**config.mk**
```make
export PLATFORM = sky130hd
export DESIGN_NAME = acc_sequencer
export DESIGN_NICKNAME = d
export VERILOG_FILES = /design/src/rtl/bnn_acc_pkg.sv /design/src/rtl/acc_sequencer.sv
export SDC_FILE = /design/constraint.sdc
export NUM_CORES = 1
export LEC_CHECK = 0
export ABC_AREA = 1
export BUFFER_PORTS_ARGS = -buffer_cell sky130_fd_sc_hd__clkbuf_2
export CAP_MARGIN = 25
export CORE_MARGIN = 8
export CORE_UTILIZATION = 30
export DETAILED_ROUTE_END_ITERATION = 7
export GPL_TIMING_DRIVEN = 0
export SLEW_MARGIN = 20
export SYNTH_ARGS = -nofsm -noshare
export SYNTH_HDL_FRONTEND = slang
export SYNTH_SLANG_ARGS = --single-unit
```
**constraint.sdc**
```tcl
create_clock -name clk -period 2.1 [get_ports clk]
set_input_delay 0.21 -clock clk [delete_from_list [all_inputs] [get_ports clk]]
set_output_delay 0.21 -clock clk [all_outputs]
set_load 0.1 [all_outputs]
```
**src/rtl/bnn_acc_pkg.sv**
```systemverilog
// Shared types and default widths for the binarized-layer accumulator path.
//   acc_seq_state_t : sequencer FSM state encoding (3 bits, 6 states)
//   *_WIDTH_DEF     : default widths for popcount words and the chunk and neuron counters
package bnn_acc_pkg;

    localparam int unsigned POPCOUNT_WIDTH_DEF   = 16;
    localparam int unsigned CHUNK_CNT_WIDTH_DEF  = 10;
    localparam int unsigned NEURON_CNT_WIDTH_DEF = 12;

    typedef enum logic [2:0] {
        ST_IDLE   = 3'd0,
        ST_CLEAR  = 3'd1,
        ST_ACCUM  = 3'd2,
        ST_SETTLE = 3'd3,
        ST_OUTPUT = 3'd4,
        ST_FINISH = 3'd5
    } acc_seq_state_t;

endpackage

```
**src/rtl/acc_sequencer.sv**
```systemverilog
// Sequences an external popcount accumulator through a binarized layer. For each
// neuron it clears the accumulator, streams cfg_num_chunks words into it, then
// presents the sum and its thresholded activation bit on an output handshake.
// Ports:
//   clk, rst                    clock, synchronous active-high reset
//   start, cfg_*                layer start pulse and configuration (latched at start)
//   in_valid/in_ready/in_popcount   popcount word stream
//   acc_clear/acc_continue/acc_popcount  accumulator control (combinational)
//   acc_value                   accumulator output
//   out_valid/out_ready/out_sum/out_bit/out_last  result handshake
//   busy, done                  status (done pulses once at layer end)
module acc_sequencer
    import bnn_acc_pkg::*;
#(
    parameter int unsigned POPCOUNT_WIDTH   = POPCOUNT_WIDTH_DEF,
    parameter int unsigned CHUNK_CNT_WIDTH  = CHUNK_CNT_WIDTH_DEF,
    parameter int unsigned NEURON_CNT_WIDTH = NEURON_CNT_WIDTH_DEF
) (
    input  logic                        clk,
    input  logic                        rst,
    input  logic                        start,
    input  logic [CHUNK_CNT_WIDTH-1:0]  cfg_num_chunks,
    input  logic [NEURON_CNT_WIDTH-1:0] cfg_num_neurons,
    input  logic [POPCOUNT_WIDTH-1:0]   cfg_threshold,
    input  logic                        in_valid,
    input  logic [POPCOUNT_WIDTH-1:0]   in_popcount,
    output logic                        in_ready,
    output logic                        acc_clear,
    output logic                        acc_continue,
    output logic [POPCOUNT_WIDTH-1:0]   acc_popcount,
    input  logic [POPCOUNT_WIDTH-1:0]   acc_value,
    output logic                        out_valid,
    input  logic                        out_ready,
    output logic [POPCOUNT_WIDTH-1:0]   out_sum,
    output logic                        out_bit,
    output logic                        out_last,
    output logic                        busy,
    output logic                        done
);

    acc_seq_state_t r_state;
    acc_seq_state_t w_next;

    logic [CHUNK_CNT_WIDTH-1:0]  r_chunk_cnt;
    logic [CHUNK_CNT_WIDTH-1:0]  r_last_chunk;
    logic [NEURON_CNT_WIDTH-1:0] r_neuron_cnt;
    logic [NEURON_CNT_WIDTH-1:0] r_last_neuron;
    logic                        r_no_neurons;
    logic [POPCOUNT_WIDTH-1:0]   r_threshold;

    logic                        r_in_ready;
    logic                        r_out_valid;
    logic [POPCOUNT_WIDTH-1:0]   r_out_sum;
    logic                        r_out_bit;
    logic                        r_out_last;
    logic                        r_busy;
    logic                        r_done;

    logic w_accept;
    logic w_last_chunk;

    // r_in_ready is high exactly in ACCUM, so it doubles as the state qualifier
    assign w_accept     = r_in_ready & in_valid;
    assign w_last_chunk = (r_chunk_cnt == r_last_chunk);

    // Accumulator control must act in the accept cycle, so it is combinational
    assign acc_clear    = rst | (r_state == ST_CLEAR);
    assign acc_continue = w_accept & ~rst;
    assign acc_popcount = acc_continue ? in_popcount : '0;

    assign in_ready  = r_in_ready;
    assign out_valid = r_out_valid;
    assign out_sum   = r_out_sum;
    assign out_bit   = r_out_bit;
    assign out_last  = r_out_last;
    assign busy      = r_busy;
    assign done      = r_done;

    // Next-state logic
    always_comb begin
        w_next = r_state;
        unique case (r_state)
            ST_IDLE:   if (start) w_next = ST_CLEAR;
            // Zero-neuron check uses the latched count, one cycle after start
            ST_CLEAR:  w_next = r_no_neurons ? ST_FINISH : ST_ACCUM;
            ST_ACCUM:  if (w_accept && w_last_chunk) w_next = ST_SETTLE;
            ST_SETTLE: w_next = ST_OUTPUT;
            ST_OUTPUT: if (out_ready) w_next = r_out_last ? ST_FINISH : ST_CLEAR;
            ST_FINISH: w_next = ST_IDLE;
            default:   w_next = ST_IDLE;
        endcase
    end

    // State register, counters, config and registered outputs
    always_ff @(posedge clk) begin
        if (rst) begin
            r_state       <= ST_IDLE;
            r_chunk_cnt   <= '0;
            r_last_chunk  <= '0;
            r_neuron_cnt  <= '0;
            r_last_neuron <= '0;
            r_no_neurons  <= 1'b0;
            r_threshold   <= '0;
            r_in_ready    <= 1'b0;
            r_out_valid   <= 1'b0;
            r_out_sum     <= '0;
            r_out_bit     <= 1'b0;
            r_out_last    <= 1'b0;
            r_busy        <= 1'b0;
            r_done        <= 1'b0;
        end else begin
            r_state     <= w_next;
            r_in_ready  <= (w_next == ST_ACCUM);
            r_out_valid <= (w_next == ST_OUTPUT);
            r_busy      <= (w_next != ST_IDLE);
            r_done      <= (w_next == ST_FINISH);

            if (r_state == ST_IDLE && start) begin
                // A chunk count of zero behaves as one chunk
                r_last_chunk  <= (cfg_num_chunks == '0) ? '0
                               : CHUNK_CNT_WIDTH'(cfg_num_chunks - CHUNK_CNT_WIDTH'(1));
                r_last_neuron <= NEURON_CNT_WIDTH'(cfg_num_neurons - NEURON_CNT_WIDTH'(1));
                r_no_neurons  <= (cfg_num_neurons == '0);
                r_threshold   <= cfg_threshold;
                r_neuron_cnt  <= '0;
            end

            if (r_state == ST_CLEAR) begin
                r_chunk_cnt <= '0;
            end else if (w_accept) begin
                r_chunk_cnt <= CHUNK_CNT_WIDTH'(r_chunk_cnt + CHUNK_CNT_WIDTH'(1));
            end

            // Accumulator reflects the last word in SETTLE; capture and hold for the handshake
            if (r_state == ST_SETTLE) begin
                r_out_sum  <= acc_value;
                r_out_bit  <= ($signed(acc_value) >= $signed(r_threshold));
                r_out_last <= (r_neuron_cnt == r_last_neuron);
            end

            if (r_state == ST_OUTPUT && out_ready && !r_out_last) begin
                r_neuron_cnt <= NEURON_CNT_WIDTH'(r_neuron_cnt + NEURON_CNT_WIDTH'(1));
            end
        end
    end

endmodule
```
; Word-level counts from Yosys, hierarchy flattened
; Cells that the tools add are included.
[totals]
ff_bits = 86
latch_bits = 0
ram_bits = 0
rom_bits = 0
input_bits = 75
word_cells = 53
n_memories = 0
[classes]
n_addsub = 4
multipliers = 0
n_div = 0
order_cmp = 1
n_eq_ne = 9
shift = 0
muxes = 10
bitwise_logic = 4
reduce_logical = 11
[ops]
columns = op, count
row1 = two-way mux 12 bit, 2
row2 = >= comparator 16 bit, 1
row3 = two-way mux 16 bit, 1
row4 = two-way mux 3 bit, 5
row5 = one-hot mux 3 bit (5 select lines), 1
row6 = "adder 12 x 1 -> 12 bit, second input constant", 1
row7 = == test 12 bit, 1
row8 = logical NOT 12 bit, 1
row9 = "subtractor 12 x 1 -> 12 bit, second input constant", 1
row10 = "adder 10 x 1 -> 10 bit, second input constant", 1
row11 = == test 10 bit, 1
row12 = logical NOT 10 bit, 1
row13 = two-way mux 10 bit, 1
row14 = "subtractor 10 x 1 -> 10 bit, second input constant", 1
row15 = "== test 3 x 2 -> 1 bit, second input constant", 3
row16 = "== test 3 bit, second input constant", 3
row17 = logical AND 1 bit, 4
row18 = "== test 3 x 1 -> 1 bit, second input constant", 1
row19 = logical NOT 3 bit, 1
row20 = nonzero test 3 bit, 1
row21 = AND 1 bit, 2
row22 = nonzero test 2 bit, 1
row23 = OR reduction 2 bit, 1
row24 = logical NOT 1 bit, 1
row25 = 2 further kinds, 2

; Logic depth before layout (Yosys ltp)
; Gate-level depths: netlist of run 1.
[depth]
ltp_word = 5
mapped_depth = 15
ltp_nobuf = 15

; Worst setup path after synthesis of run 1
; OpenSTA, ideal clock, no wires.
[synth_path]
kind = reg2out
startpoint = reg r_in_ready (netlist: in_ready)
endpoint = out acc_popcount[10]
arrival_time_ns = 4.438
required_time_ns = 1.890
setup_slack_ns = -2.548
path_stages_with_launch = 6
cell_sequence = dfxtp_1 -> nand2_2 -> nor2_1 -> inv_1 -> clkbuf_1 -> nor2_1
[synth_between]
elab_chain_len = 3
[synth_rtl]
columns = item, line_no
row1 = start: declaration, acc_sequencer.sv:51  ; logic r_in_ready;
row2 = start signal: assignment, acc_sequencer.sv:113  ; r_in_ready <= (w_next == ST_ACCUM);
row3 = AND 1 bit, acc_sequencer.sv:63  ; assign w_accept = r_in_ready & in_valid;
row4 = AND 1 bit, acc_sequencer.sv:68  ; assign acc_continue = w_accept & ~rst;
row5 = via acc_continue, acc_sequencer.sv:29  ; output logic acc_continue,
row6 = two-way mux 16 bit, acc_sequencer.sv:69  ; assign acc_popcount = acc_continue ? in_popcount : '0;
row7 = end: declaration, acc_sequencer.sv:30  ; output logic [POPCOUNT_WIDTH-1:0] acc_popcount,
; The timed path passes the listed nets, and every way through them passes these cells.

; Worst setup path after layout of run 1
[layout_path]
startpoint = reg r_in_ready (netlist: in_ready)
endpoint = out acc_popcount[10]
[layout_between]
elab_chain_len = 3
[layout_rtl]
columns = item, line_no
row1 = AND 1 bit, acc_sequencer.sv:63
row2 = AND 1 bit, acc_sequencer.sv:68
row3 = two-way mux 16 bit, acc_sequencer.sv:69
; No other way between the ends.

==> results of run 1 <==
[area by class of cell]
class | count | area (um^2) | share of cell area [%]
buffer | 18 | 98.8 | 1.74
clock buffer | 11 | 233 | 4.09
clock inverter | 5 | 50.0 | 0.879
inverter | 104 | 398 | 6.99
multi-input combinational | 437 | 2390 | 41.9
sequential | 86 | 1730 | 30.3
tap | 184 | 230 | 4.04
timing repair buffer | 114 | 571 | 10.0
[cell families after synthesis]
| logic type | after synthesis |
|---|---|
| buffers and inverters | 122 |
| adders and majority gates | 20 |
| AOI/OAI and AO/OA | 140 |
| and+or+nand+nor | 257 |
| xor gates and xnor gates | 20 |
| DFF | 86 |
[stage by stage]
stage	cell area (um^2)	utilization [%]	cells	power [W]
after floorplan	4610	-	645	0.00242
after detailed placement	5410	37.4	943	0.00267
after global routing	5690	39.3	959	0.00438
final	5690	39.3	959	0.00417
after CTS	5690	39.3	959	0.00422
after global placement	5410	37.4	943	0.00266
[cell usage after synthesis, drive strengths merged]
cell type	number	area share, %
nor2	102	8.7
clkbuf	11	0.93
a211oi	2	0.34
xnor2	12	2.4
o21bai	1	0.17
or2	5	0.70
buf	7	0.82
nor3	13	1.9
nand3	23	2.7
ha	20	5.6
a22oi	1	0.17
nor3b	2	0.34
dfxtp	86	39
o22ai	4	0.56
nand2	105	9.0
a31oi	5	0.70
a21oi	57	6.4
a21o	1	0.17
nand4	7	0.99
inv	104	8.9
o21a	1	0.17
o21ai	65	7.3
o211ai	3	0.62
xor2	8	1.6
[path summary, 6_finish.rpt]
kind                      start               end  slack, ns  depth (start not counted)
max reg2reg      r_chunk_cnt[1]    r_chunk_cnt[8]       0.55                          8
min reg2reg     r_threshold[11]   r_threshold[11]       0.46                          2
max                    in_ready  acc_popcount[10]       0.09                          6
min          cfg_num_neurons[0]  r_last_neuron[0]       0.09                          2
[metal layers]
layer | GRT usage (%) | vias to the layer above
met1 | 16.5 | 1913
li1 | - | 2318
met2 | 21.5 | 112
met3 | 2.12 | 12
met5 | 0 | -
met4 | 4.71 | 0
[flip-flops by register name, summed over array words and instances, names as in the netlist, 3 cells and up]
signal,count
r_last_chunk,10
out_sum,16
r_last_neuron,12
r_neuron_cnt,12
r_state,3
r_threshold,16
r_chunk_cnt,10
[report_power, final]
part	total, W	internal (W)	leakage (nW)	switching (W)
Sequential	0.00179	0.00174	0.703	0.0000530
Combinational	0.000837	0.000261	1.78	0.000576
Clock	0.00154	0.000914	0.143	0.000627
==> results.md, run 1 <==
* Outcome: finished, final reports clean
* Crit share post-route at 95.8%
* Lkg Pwr at 2.63 nW
* Yosys warning count at 0
* Metal2 WL at 5690 um
* Worst hold slack at 0.0874 ns
* Final setup violation count at 0
* Synth Instances at 645
* CP max FO at 10
* CP Class: reg -> out
* CP max stage delay at 0.45 ns
* Setup Skew at 0.00663 ns
* H-tree Lvls at 3
* Max Root-Sink Buffers at 2
* Number of CTS-inserted buffers at 9
* Worst-skew pair later-pin latency at 0.33 ns
* Total gr overflow at 0
* Hold Path Class: in -> reg
* Critical Path RT at 1.89 ns
* Nets at 865
* Netlist Area Pre-Place at 4440 um^2
* Final Critical Period at 2.01 ns
* Clk sinks at 86
* Pin count of the biggest net entering global routing at 14
* Site Rows at 44
* Complex-gate fraction of the synthesized area at 16.7%
* TNS Setup at 0 ns
* Die width at 138 um
* RSZ-0062 raised after global routing: no
* Slew margin rel. at 61.1%
* Fillers at 1558
* Overall routing resource usage at 13.0%
* Initial Util at 30.7%
* Crit-path leading delay family: buffers and inverters
* Most frequent CP cell: nor2_4
* Iter 0 DRT Violations at 188
* HPWL after DPL at 9950 um
* Num ports at 115
* Met3 Wirelength at 851 um
* Post-synthesis mux area share at 0%
* Port Buf Inserts at 114
* Synth-to-Final Area Change at 28.3%
* GPL Wtd Cong at 0.796
* Main combinational cell family by area after synthesis: simple AND/OR/NAND/NOR gates
* First-pass GRT wire length at 19500 um
* # DRC at 0
* Worst slack, placed at 0.414 ns
* Synth Area in Adders at 5.64%
* PD cells at 732 nW/um^2
* Max-Cap Viols at 0
* Met1 Wirelength at 5530 um
* Clock-pin slew on the worst setup and hold paths at 0.06 ns
* Post-CTS sizing at 0
* Initial antenna violation count at 0
* CTS tree: yes
* Hold Buf Count CTS at 0
* Post-synth net total at 740
* IR drop worst, VDD at 0.379 mV
* Layout cells sized above 1 at 21.9%
* Detail Route Antenna Nets at 0
* Via Count at 4355
* Crit path buffers/inverters at 3
* Critical Path, Cell by Cell: nand2_8 -> nor2_4 -> inv_6 -> clkbuf_16 -> nor2_4 -> clkbuf_2
* Die footprint at 18900 um^2
* Syn Area/Cell at 6.88 um^2
* Commonest non-fill, non-tap cell in the layout: clkbuf_2
* Clk root buf: clkbuf_16
* Vias in the first global route at 4077
* Worst-Margin Slew at 0.583 ns
* Post-synthesis sequential area ratio at 38.8%
* ANT cells at 0
* Core area at 14500 um^2
* WL final at 12300 um
* Critical path data arrival time at 1.80 ns
* Crit start category: register
* First-pass DRT Iterations at 7
* Setup WS post-layout at 0.0888 ns
* Commonest cells after routing, fill and taps aside: 114 x clkbuf_2, 103 x nand2_1, 98 x inv_1
* CP Capture Type: primary output
* Fmax at 497 MHz
* Post-synthesis cell type count at 36
* Post-Synth XOR/XNOR Area at 3.95%
* Top layer in use: met4
* Vias per cell at 4.54
* Synth Register Bits at 86
* Chip height at 138 um
* Area fraction in and, or, nand and nor cells after synthesis at 24.4%
* Slowest stage cell, crit path: clkbuf_2
* Post-CTS setup buffers at 0
* Max-slew violations at 0
* Final Hold Fails at 0
* Drt wl/cell at 12.8 um
No activity file was read; power rests on OpenSTA's default activity.
==> inputs of run 2 (changes only) <==
CORE_ASPECT_RATIO = 0.6   (was unset)
clock period = 2.2 ns   (was 2.1 ns; I/O delays follow)
==> results.md, run 2 (same netlist as run 1, synthesis figures left out) <==
* Outcome: finished, final reports clean
* Site Rows at 34
* RSZ-0062 raised after global routing: no
* Post-CTS setup buffers at 0
* Max-slew violations at 0
* Core area at 14500 um^2
* IR drop worst, VDD at 0.364 mV
* GPL Wtd Cong at 0.834
* Layout cells sized above 1 at 22.1%
* Worst hold slack at 0.0892 ns
* H-tree Lvls at 3
* Critical Path RT at 1.98 ns
* Max Root-Sink Buffers at 2
* Port Buf Inserts at 114
* Comb power frac at 19.5%
* Final setup violation count at 0
* Final Hold Fails at 0
* Area after DPL at 5430 um^2
* Hold Buf Count CTS at 0
* Worst-Margin Slew at 0.577 ns
* Clk sinks at 86
* Initial antenna violation count at 0
* Sw power at 0.00125 W
* ANT cells at 0
* Die footprint at 19100 um^2
* Max-Cap Viols at 0
* Die width at 173 um
* Vias in the first global route at 4067
* PD cells at 727 nW/um^2
* WL final at 12800 um
* Clock-pin slew on the worst setup and hold paths at 0.06 ns
* Slowest stage cell, crit path: clkbuf_2
* First-pass GRT wire length at 21000 um
* Nets at 865
* FF/Latch Area at 1730 um^2
* Hold Path Class: in -> reg
* Area of the multi-input gates at 2390 um^2
* HP Start: cfg_num_neurons[0]
* CP max stage delay at 0.45 ns
* R2r worst-path depth at 8
* Via Count at 4301
* Sw Ratio at 29.9%
* CP max FO at 10
* Final Critical Period at 2.01 ns
* Critical path data arrival time at 1.79 ns
* Num ports at 115
* Worst reg2reg setup slack at 0.58 ns
* Crit share post-route at 91.5%
* Drt wl/cell at 13.2 um
* Overall routing resource usage at 13.7%
* Met2 usage at 18.7%
* P_int at 0.00293 W
* Design area at 5750 um^2
* Critical Path, Cell by Cell: nand2_8 -> nor2_4 -> inv_6 -> clkbuf_16 -> nor2_4 -> clkbuf_2
* Met1 usage at 20.3%
* Clock network power share at 39.6%
* Fillers at 1544
* FF-to-FF Start: r_chunk_cnt[1]
* Chip height at 110 um
* Grt peak-use layer: met1
* Total gr overflow at 0
* Setup Skew at 0.00686 ns
* Hold Path Sink: r_last_neuron[0]
* Number of CTS-inserted buffers at 9
* Slew margin rel. at 61.5%
* Met3 Usage GRT at 4.39%
* CP Class: reg -> out
* Flop pwr share at 40.9%
* Post-CTS sizing at 0
* Lkg Pwr at 2.64 nW
* Synth-to-Final Area Change at 29.6%
* CP Capture Type: primary output
* Pin count of the biggest net entering global routing at 15
* Commonest cells after routing, fill and taps aside: 114 x clkbuf_2, 103 x nand2_1, 98 x inv_1
* First-pass DRT Iterations at 4
* Commonest non-fill, non-tap cell in the layout: clkbuf_2
* Crit path buffers/inverters at 3
* CTS tree: yes
* Crit-path leading delay family: buffers and inverters
* RR Endpoint: r_chunk_cnt[8]
* Iter 0 DRT Violations at 232
* Worst-skew pair later-pin latency at 0.34 ns
* Fmax at 497 MHz
* Initial Util at 30.7%
* Most frequent CP cell: nor2_4
* Vias per cell at 4.42
* Detail Route Antenna Nets at 0
* Clk root buf: clkbuf_16
* WHS Path Cells at 2
* # DRC at 0
* HPWL after DPL at 10300 um
* Crit start category: register
[run 2: worst max-delay path by stage]
stage                        start               end  cells after the start
after floorplan           in_ready  acc_popcount[10]                      5
after global placement         rst         acc_clear                      4
after detailed placement       rst         acc_clear                      4
after CTS                 in_ready  acc_popcount[10]                      6
after global routing      in_ready  acc_popcount[10]                      6
final                     in_ready  acc_popcount[10]                      6
[run 2: power by group through the flow]
stage | Sequential [W] | Combinational, W | Clock [W]
3_5_place_dp | 0.00175 | 0.000815 | 0
2_1_floorplan | 0.00185 | 0.000462 | 0
3_3_place_gp | 0.00174 | 0.000811 | 0
6_report | 0.00171 | 0.000814 | 0.00166
4_1_cts | 0.00171 | 0.000819 | 0.00168
5_1_grt | 0.00172 | 0.000907 | 0.00175
[run 2: metal layers]
metal	vias up	part of all wire, %
li1	2322	-
met3	12	6.8
met4	0	0.71
met5	-	0
met2	120	38
met1	1847	55
[run 2: stage by stage]
stage	util (%)	setup TNS, ns	cells	power, W	setup slack [ns]
floorplan	-	-1.03	645	0.00231	-0.124
global placement	37.5	0	957	0.00255	0.497
detailed placement	37.5	0	957	0.00256	0.470
CTS	39.8	0	973	0.00421	0.160
global route	39.8	0	973	0.00438	0.116
finish	39.8	0	973	0.00418	0.187
[run 2: layout make-up]
cell class	count	share of cell area, %
clock buffer	11	4.22
timing repair buffer	114	9.92
inverter	104	6.92
tap	198	4.31
buffer	18	1.72
sequential	86	30.0
clock inverter	5	1.41
multi-input combinational	437	41.5
